`src/rtl/mem_access_stage.sv`:
```
// MEM-stage load/store unit: issues req/ack data-memory transactions, builds byte
// enables, aligns/extends load data and forwards results to the MEM/WB register.
module mem_access_stage #(
   parameter int ADDR_W = 32,
   parameter int DATA_W = 32
) (
   input  logic              clk,
   input  logic              rst,
   input  logic              ex_valid,
   input  logic [DATA_W-1:0] ex_alu_result,
   input  logic [DATA_W-1:0] ex_fp_result,
   input  logic [DATA_W-1:0] ex_store_data,
   input  logic [4:0]        ex_rd_addr,
   input  logic              ex_mem_read,
   input  logic              ex_mem_write,
   input  logic [2:0]        ex_funct3,
   input  logic              ex_wb_sel,
   input  logic              ex_wb_fp_en,
   input  logic              ex_wb_int_en,
   output logic [DATA_W-1:0] mem_load_data,
   output logic [DATA_W-1:0] mem_alu_result,
   output logic [DATA_W-1:0] mem_fp_result,
   output logic [4:0]        mem_rd_addr,
   output logic              mem_wb_sel,
   output logic              mem_wb_fp_en,
   output logic              mem_wb_int_en,
   output logic              mem_stall,
   output logic              mem_fault,
   output logic              dmem_req,
   output logic              dmem_we,
   output logic [ADDR_W-1:0] dmem_addr,
   output logic [DATA_W-1:0] dmem_wdata,
   output logic [3:0]        dmem_be,
   input  logic [DATA_W-1:0] dmem_rdata,
   input  logic              dmem_ack
);

   typedef enum logic {IDLE, WAIT} state_t;

   state_t            state_q, state_d;
   logic              req_q, req_d;
   logic              we_q, we_d;
   logic [ADDR_W-1:0] addr_q, addr_d;
   logic [DATA_W-1:0] wdata_q, wdata_d;
   logic [3:0]        be_q, be_d;
   logic [2:0]        f3_q, f3_d;
   logic [1:0]        off_q, off_d;

   logic              is_access, sz_b, sz_h, sz_w, misalign, fault_cond, start;
   logic [3:0]        be_new;
   logic [DATA_W-1:0] wdata_new, lane_w, load_ext;
   logic              carry;

   // Access decode: size, alignment and legality of the instruction in EX/MEM.
   always_comb begin
      is_access  = ex_valid & (ex_mem_read | ex_mem_write);
      sz_b       = (ex_funct3[1:0] == 2'b00);
      sz_h       = (ex_funct3[1:0] == 2'b01);
      sz_w       = (ex_funct3 == 3'b010);
      misalign   = (sz_h & ex_alu_result[0]) | (sz_w & (ex_alu_result[1:0] != 2'b00));
      fault_cond = is_access & ((ex_mem_read & ex_mem_write) | ~(sz_b | sz_h | sz_w) | misalign);
      start      = is_access & ~fault_cond;

      be_new    = 4'b0000;
      wdata_new = ex_store_data;
      if (sz_b) begin
         be_new    = 4'b0001 << ex_alu_result[1:0];
         wdata_new = {4{ex_store_data[7:0]}};
      end else if (sz_h) begin
         be_new    = ex_alu_result[1] ? 4'b1100 : 4'b0011;
         wdata_new = {2{ex_store_data[15:0]}};
      end else if (sz_w) begin
         be_new    = 4'b1111;
      end
   end

   // Read lane is picked by the byte offset captured when the request was issued.
   always_comb begin
      lane_w = dmem_rdata >> {off_q, 3'b000};
      case (f3_q)
         3'b000:  load_ext = {{24{lane_w[7]}}, lane_w[7:0]};
         3'b100:  load_ext = {24'd0, lane_w[7:0]};
         3'b001:  load_ext = {{16{lane_w[15]}}, lane_w[15:0]};
         3'b101:  load_ext = {16'd0, lane_w[15:0]};
         default: load_ext = lane_w;
      endcase
   end

   // NOTE: every signal assigned here gets a default first, so no path can infer a latch.
   always_comb begin
      state_d       = state_q;
      req_d         = req_q;
      we_d          = we_q;
      addr_d        = addr_q;
      wdata_d       = wdata_q;
      be_d          = be_q;
      f3_d          = f3_q;
      off_d         = off_q;
      mem_stall     = 1'b0;
      mem_fault     = 1'b0;
      mem_load_data = '0;
      carry         = ex_valid;

      case (state_q)
         IDLE: begin
            if (start) begin
               mem_stall = 1'b1;
               carry     = 1'b0;
               state_d   = WAIT;
               req_d     = 1'b1;
               we_d      = ex_mem_write;
               addr_d    = {ex_alu_result[ADDR_W-1:2], 2'b00};
               wdata_d   = wdata_new;
               be_d      = be_new;
               f3_d      = ex_funct3;
               off_d     = ex_alu_result[1:0];
            end else if (fault_cond) begin
               mem_fault = 1'b1;
               carry     = 1'b0;
            end
         end
         WAIT: begin
            if (dmem_ack) begin
               state_d = IDLE;
               req_d   = 1'b0;
               if (!we_q) mem_load_data = load_ext;
            end else begin
               mem_stall = 1'b1;
               carry     = 1'b0;
            end
         end
         default: state_d = IDLE;
      endcase

      // Reset abandons any pending access and silences all downstream effects.
      if (rst) begin
         state_d       = IDLE;
         req_d         = 1'b0;
         mem_stall     = 1'b0;
         mem_fault     = 1'b0;
         mem_load_data = '0;
         carry         = 1'b0;
      end
   end

   // NOTE: state registers use non-blocking assignments so all flops update together.
   always_ff @(posedge clk) begin
      if (rst) begin
         state_q <= IDLE;
         req_q   <= 1'b0;
         we_q    <= 1'b0;
         addr_q  <= '0;
         wdata_q <= '0;
         be_q    <= 4'b0000;
         f3_q    <= 3'b000;
         off_q   <= 2'b00;
      end else begin
         state_q <= state_d;
         req_q   <= req_d;
         we_q    <= we_d;
         addr_q  <= addr_d;
         wdata_q <= wdata_d;
         be_q    <= be_d;
         f3_q    <= f3_d;
         off_q   <= off_d;
      end
   end

   assign mem_alu_result = ex_alu_result;
   assign mem_fp_result  = ex_fp_result;
   assign mem_rd_addr    = ex_rd_addr;
   assign mem_wb_sel     = ex_wb_sel;
   assign mem_wb_fp_en   = carry & ex_wb_fp_en;
   assign mem_wb_int_en  = carry & ex_wb_int_en;
   assign dmem_req       = req_q;
   assign dmem_we        = we_q;
   assign dmem_addr      = addr_q;
   assign dmem_wdata     = wdata_q;
   assign dmem_be        = be_q;

endmodule

```
`config.mk`:
```
export PLATFORM = sky130hd
export DESIGN_NAME = mem_access_stage
export DESIGN_NICKNAME = d
export VERILOG_FILES = /design/src/rtl/mem_access_stage.sv
export SDC_FILE = /design/constraint.sdc
export NUM_CORES = 1
export LEC_CHECK = 0
export ABC_AREA = 1
export BUFFER_PORTS_ARGS = -buffer_cell sky130_fd_sc_hd__buf_2
export CAP_MARGIN = 20
export CORE_AREA = 2 2 126 128
export CTS_BUF_LIST = sky130_fd_sc_hd__clkbuf_4 sky130_fd_sc_hd__clkbuf_8
export DETAILED_ROUTE_END_ITERATION = 6
export DIE_AREA = 0 0 128 130
export SYNTH_ARGS = -nofsm -noshare
export SYNTH_HDL_FRONTEND = slang
export SYNTH_SLANG_ARGS = --single-unit
```
`constraint.sdc`:
```
create_clock -name clk -period 1.68 [get_ports clk]
set_clock_uncertainty 0.15 [all_clocks]
set_input_delay 0.168 -clock clk [delete_from_list [all_inputs] [get_ports clk]]
set_output_delay 0.168 -clock clk [all_outputs]
set_load 0.1 [all_outputs]
```
Word level (Yosys, flattened, before mapping)
Cells that the tools add are included.
- register bits after elaboration: 74
- bits in latches: 0
- memory bits (writable): 0
- bits in read-only memories: 0
- bits of input ports: 145
- output and inout bits: 176
- word-level logic and storage cells: 66
- memories: 0
- add/sub/neg operators: 0
- multiply operators: 0
- divide/modulo/power cells: 0
- $lt $le $gt $ge: 0
- eq/ne operators: 7
- shift operators: 2
- mux-type cells: 27
- bitwise gates (word level): 17
- reductions and logical operators: 5
- operators with widths (kind ; number):
    32-bit two-way mux ; 6
    32-bit one-hot mux with 4 select lines ; 1
    32-bit by 5-bit >> shifter with 32-bit output ; 1
    4-bit two-way mux ; 4
    1-bit two-way mux ; 13
    1-bit bitwise AND ; 8
    3-bit equality test (second input constant) ; 2
    1-bit OR ; 6
    1-bit one-hot mux with 2 select lines ; 3
    2-bit != test (second input constant) ; 2
    2-bit AND reduction ; 2
    1-bit by 2-bit left shift with 4-bit output (first input constant) ; 1
    3-bit by 1-bit equality test with 1-bit output (second input constant) ; 1
    3-bit by 2-bit equality test with 1-bit output (second input constant) ; 1
    3-bit zero test ; 1
    1-bit NOT ; 3
    2-bit by 1-bit equality test with 1-bit output (second input constant) ; 1
    2-bit zero test ; 1
    2-bit nonzero test ; 1

Longest topological paths before layout
- word-level depth: 13
- gate-level depth with buffers: 10
- gate-level depth less buffers: 8

Worst setup path after synthesis
Ideal clock, no wire load.
- path type: register to output
- start: register we_q, in the netlist dmem_we
- end: output mem_load_data[0]
- arrival time: 2.783 ns
- data required time: 1.362 ns
- setup slack: -1.421 ns
- cell stages (with the launch flop): 4
- buffers on the path: 0
- cells stage by stage: dfxtp_1 -> nor3_4 -> nand2_1 -> a31oi_1
- cells in the longest elaborated chain, start to end: 4
- RTL lines (item ; RTL line ; source):
    from (decl) ; 42 ; logic we_q, we_d;
    from (signal assigned) ; 160 ; we_q <= we_d;
    32-bit two-way mux ; 126 ; if (!we_q) mem_load_data = load_ext;
    32-bit two-way mux ; 123 ; if (dmem_ack) begin
    32-bit two-way mux ; 104 ; case (state_q)
    32-bit two-way mux ; 136 ; if (rst) begin
    to (decl) ; 20 ; output logic [DATA_W-1:0] mem_load_data,
Every way passes these cells.

Worst setup path in the final report
- start: register off_q[0]
- end: output mem_load_data[25]
- cells in the longest elaborated chain, start to end: 6
- RTL lines (item ; RTL line ; source):
    from (decl) ; 47 ; logic [1:0] off_q, off_d;
    from (signal assigned) ; 156 ; off_q <= 2'b00;
    from (signal assigned) ; 165 ; off_q <= off_d;
    32-bit by 5-bit >> shifter with 32-bit output ; 79 ; lane_w = dmem_rdata >> {off_q, 3'b000};
    32-bit one-hot mux with 4 select lines ; 80 ; case (f3_q)
    32-bit two-way mux ; 126 ;
    32-bit two-way mux ; 123 ;
    32-bit two-way mux ; 104 ;
    32-bit two-way mux ; 136 ;
Every way passes these cells.

==> flow_summary_export.csv <==
group,metric,value,unit
worst_setup_path,startpoint_type,"register",
yosys,synthAdderAreaFrac,0,
worst_setup_path,critPathCaptureType,"primary output",
cts,clock_latency,0.36,ns
sta,fin_ws,-0.3687,ns
yosys,netlist_area,4933,µm²
grt,grt_max_degree,80,
drt,wl_met1,6966,µm
cells_and_area,instances_no_fill,1254,
worst_hold_path,hold_depth,5,
drt,drt_iter0_drc,265,
yosys,synth_seq_cells,74,
cts,clock_sinks,74,
die,start_util,0.3198,
pwr,power_leakage,4.149,nW
cells_and_area,drive_gt1_frac,0.3616,
sta,holdWs,0.01913,ns
yosys,synth_compound_area_frac,0.06061,
placement,placed_cells,1181,
worst_setup_path,critPathKind,"register to primary output",
yosys,synth_cells,828,
worst_setup_path,r2r_setup_slack,0.10,ns
worst_setup_path,required,1.36,ns
yosys,yosysWarnings,0,
cells_and_area,seq_area,1491,µm²
drt,antenna_left,0,
drt,first_pass_iters,7,
placement,place_area,6792,µm²
worst_setup_path,reg2reg_from,"state_q",
outcome,violations,"setup timing",
cells_and_area,design_area,7712,µm²
die,placementRows,46,
drt,drc,0,
drt,wl_per_cell,13.19,µm
die,die_w,128,µm
outcome,status,"finished with violations",
sta,slew_violations,0,
drt,routed_via_density,4.384,
sta,setup_viol,36,
cts,cts_tree,"done",
yosys,synth_top_family_by_area,"simple AND/OR/NAND/NOR gates",
drt,topRoutingLayerUsed,"met4",
cells_and_area,num-fill-cells,1515,
cells_and_area,antenna_cells,0,
cts,clk_pin_slew,0.08,ns
yosys,synth_cell_types,27,
pwr,peakVddDrop,0.0005976,V
die,io_pins,321,
yosys,yosysSeqAreaShare,0.3003,
cts,cts_buffer_depth,2,
yosys,synth_area_per_cell,5.958,µm²
drt,wl_met2,7904,µm
grt,grt_pass1_wl,25450,µm
die,core_area,15420,µm²
sta,tightest_slew,0.5268,ns
pwr,report.power.total,0.005897,W
cells_and_area,multi_input_area,2766,µm²
worst_hold_path,worstHoldStart,"ex_store_data[16]",
grt,antenna_found_initial,0,
sta,max-slew-margin-rel,0.6512,
drt,vias,5498,
worst_setup_path,worstReg2RegEnd,"dmem_wdata[29]",
cells_and_area,layout_common_cells,"nand2_1, buf_2, nor2_1, inv_1, dfxtp_1",
yosys,synth-simple-area-share,0.4005,
drt,wl_met3,1282,µm
worst_setup_path,worst-path-max-fanout,8,
placement,hpwlAfterDp,11930,µm
sta,fin_crit_sh,1.219,
sta,fmaxAchievable,488.1,MHz
sta,finalHoldViolCount,0,
cts,clockRootBuffer,"clkbuf_8",
grt,overflow,0,
placement,pre_cts_slack,-0.06145,ns
worst_hold_path,min_path_type,"input port to register",
sta,grt_setup_unrepaired,"yes",
cells_and_area,syn_to_final_growth,56.33,%
cells_and_area,final_common_cell,"nand2_1",
worst_setup_path,worstPathArrival,1.73,ns
yosys,synth-xor-area-share,0,
drt,finalWirelength,16540,µm
pwr,powerDensity,764.6,nW/µm²
die,die_h,130,µm
job,cap_viol_max_count,0,
cts,htree_num_levels,3,
grt,grt_pass1_vias,5096,
sta,layout_min_cycle_time,2.049,ns
worst_hold_path,whs_endpoint,"dmem_wdata[16]",
yosys,synthMuxAreaShare,0,
placement,place_congestion,0.8364,
cts,cts_made_buffers,9,
placement,portBuffers,242,
grt,grtUsageTotal,0.1942,
cells_and_area,nNetsFinal,1202,
die,die_area,16640,µm²
worst_setup_path,worstRegToRegCells,7,
## power by group
group          total, W  internal [W]  switching (W)  leakage (nW)
Clock           0.00143      0.000706       0.000725         0.100
Sequential      0.00193       0.00187      0.0000608         0.608
Combinational   0.00254      0.000625        0.00191          3.44
## state kept, by name (all words and copies together), names as in the netlist
| name | cells |
|---|---|
| f3_q | 3 |
| dmem_wdata | 32 |
| dmem_addr | 30 |
| dmem_we | 1 |
| off_q | 2 |
| state_q | 1 |
| dmem_req | 1 |
| dmem_be | 4 |
## area by class of cell
type,count,share of cell area
flip-flops and latches,74,0.1934
clock buffers,10,0.01703
clock inverters,6,0.008436
inverters,101,0.05078
repair buffers,328,0.3405
multi-input cells,543,0.3587
well taps,192,0.03115
## worst max path at each step
stage | start | end | slack, ns | cells after the start
finish | off_q[0] | mem_load_data[25] | -0.37 | 8
floorplan | f3_q[1] | mem_load_data[21] | -0.48 | 9
detailed placement | off_q[0] | mem_load_data[21] | -0.06 | 8
global placement | off_q[0] | mem_load_data[21] | -0.05 | 9
CTS | off_q[0] | mem_load_data[25] | -0.41 | 8
global route | off_q[0] | mem_load_data[8] | -0.46 | 7
## routing by layer
metal,vias to the layer above,global-route usage
li1,2848,-
met1,2402,0.2336
met2,219,0.3271
met3,29,0.06150
met4,0,0.07175
met5,-,0
## cells in the mapped netlist
cell / instances / area (µm²)
nor2_1: 168 / 630.6
buf_2: 20 / 100.1
buf_4: 73 / 548.0
nand2_4: 2 / 22.52
or2_2: 7 / 43.79
nand3_1: 24 / 120.1
a21oi_1: 11 / 55.05
nor3_1: 1 / 5.000
nand2_1: 267 / 1002
buf_6: 10 / 112.6
nand3_2: 2 / 20.02
inv_1: 94 / 352.8
o21bai_1: 2 / 15.01
buf_1: 2 / 7.510
dfxtp_1: 74 / 1481
nand3_4: 1 / 17.52
o21ai_0: 25 / 125.1
inv_2: 7 / 26.28
a211oi_1: 1 / 7.510
nor2_4: 2 / 22.52
o211ai_1: 7 / 52.55
nor2_2: 11 / 68.82
clkbuf_1: 7 / 26.28
conb_1: 1 / 3.750
nand4_1: 1 / 6.260
nor3_4: 1 / 16.27
a31oi_1: 7 / 43.79
## cells by family after synthesis
logic type             after synthesis
buffers and inverters              213
other                                1
AOI/OAI and AO/OA                   53
and+or+nand+nor                    487
DFF                                 74
## metrics by stage
stage	setup TNS (ns)	utilization
global route	-13.56	0.5000
floorplan	-11.87	-
detailed placement	-0.7888	0.4403
CTS	-11.60	0.4988
finish	-10.73	0.5000
global placement	-0.4596	0.4403
## repair_timing
action	in CTS	in global routing
gates resized for setup	45	7
gates cloned	2	0
pin swaps	22	2
buffers inserted	2	0
hold buffers	53	0
endpoints found under the hold margin	53	0
endpoints found under the setup margin	36	40
## critical path: stages, from the launching register on
cell     delay [ns]
dfxtp_4        0.38
buf_6          0.12
nand2_1        0.06
nand3_2        0.09
nand3_4        0.09
nand3_4        0.16
nand2_8        0.15
nor2_4         0.14
buf_12         0.18
Note: power is estimated with default switching activity, not from simulation.
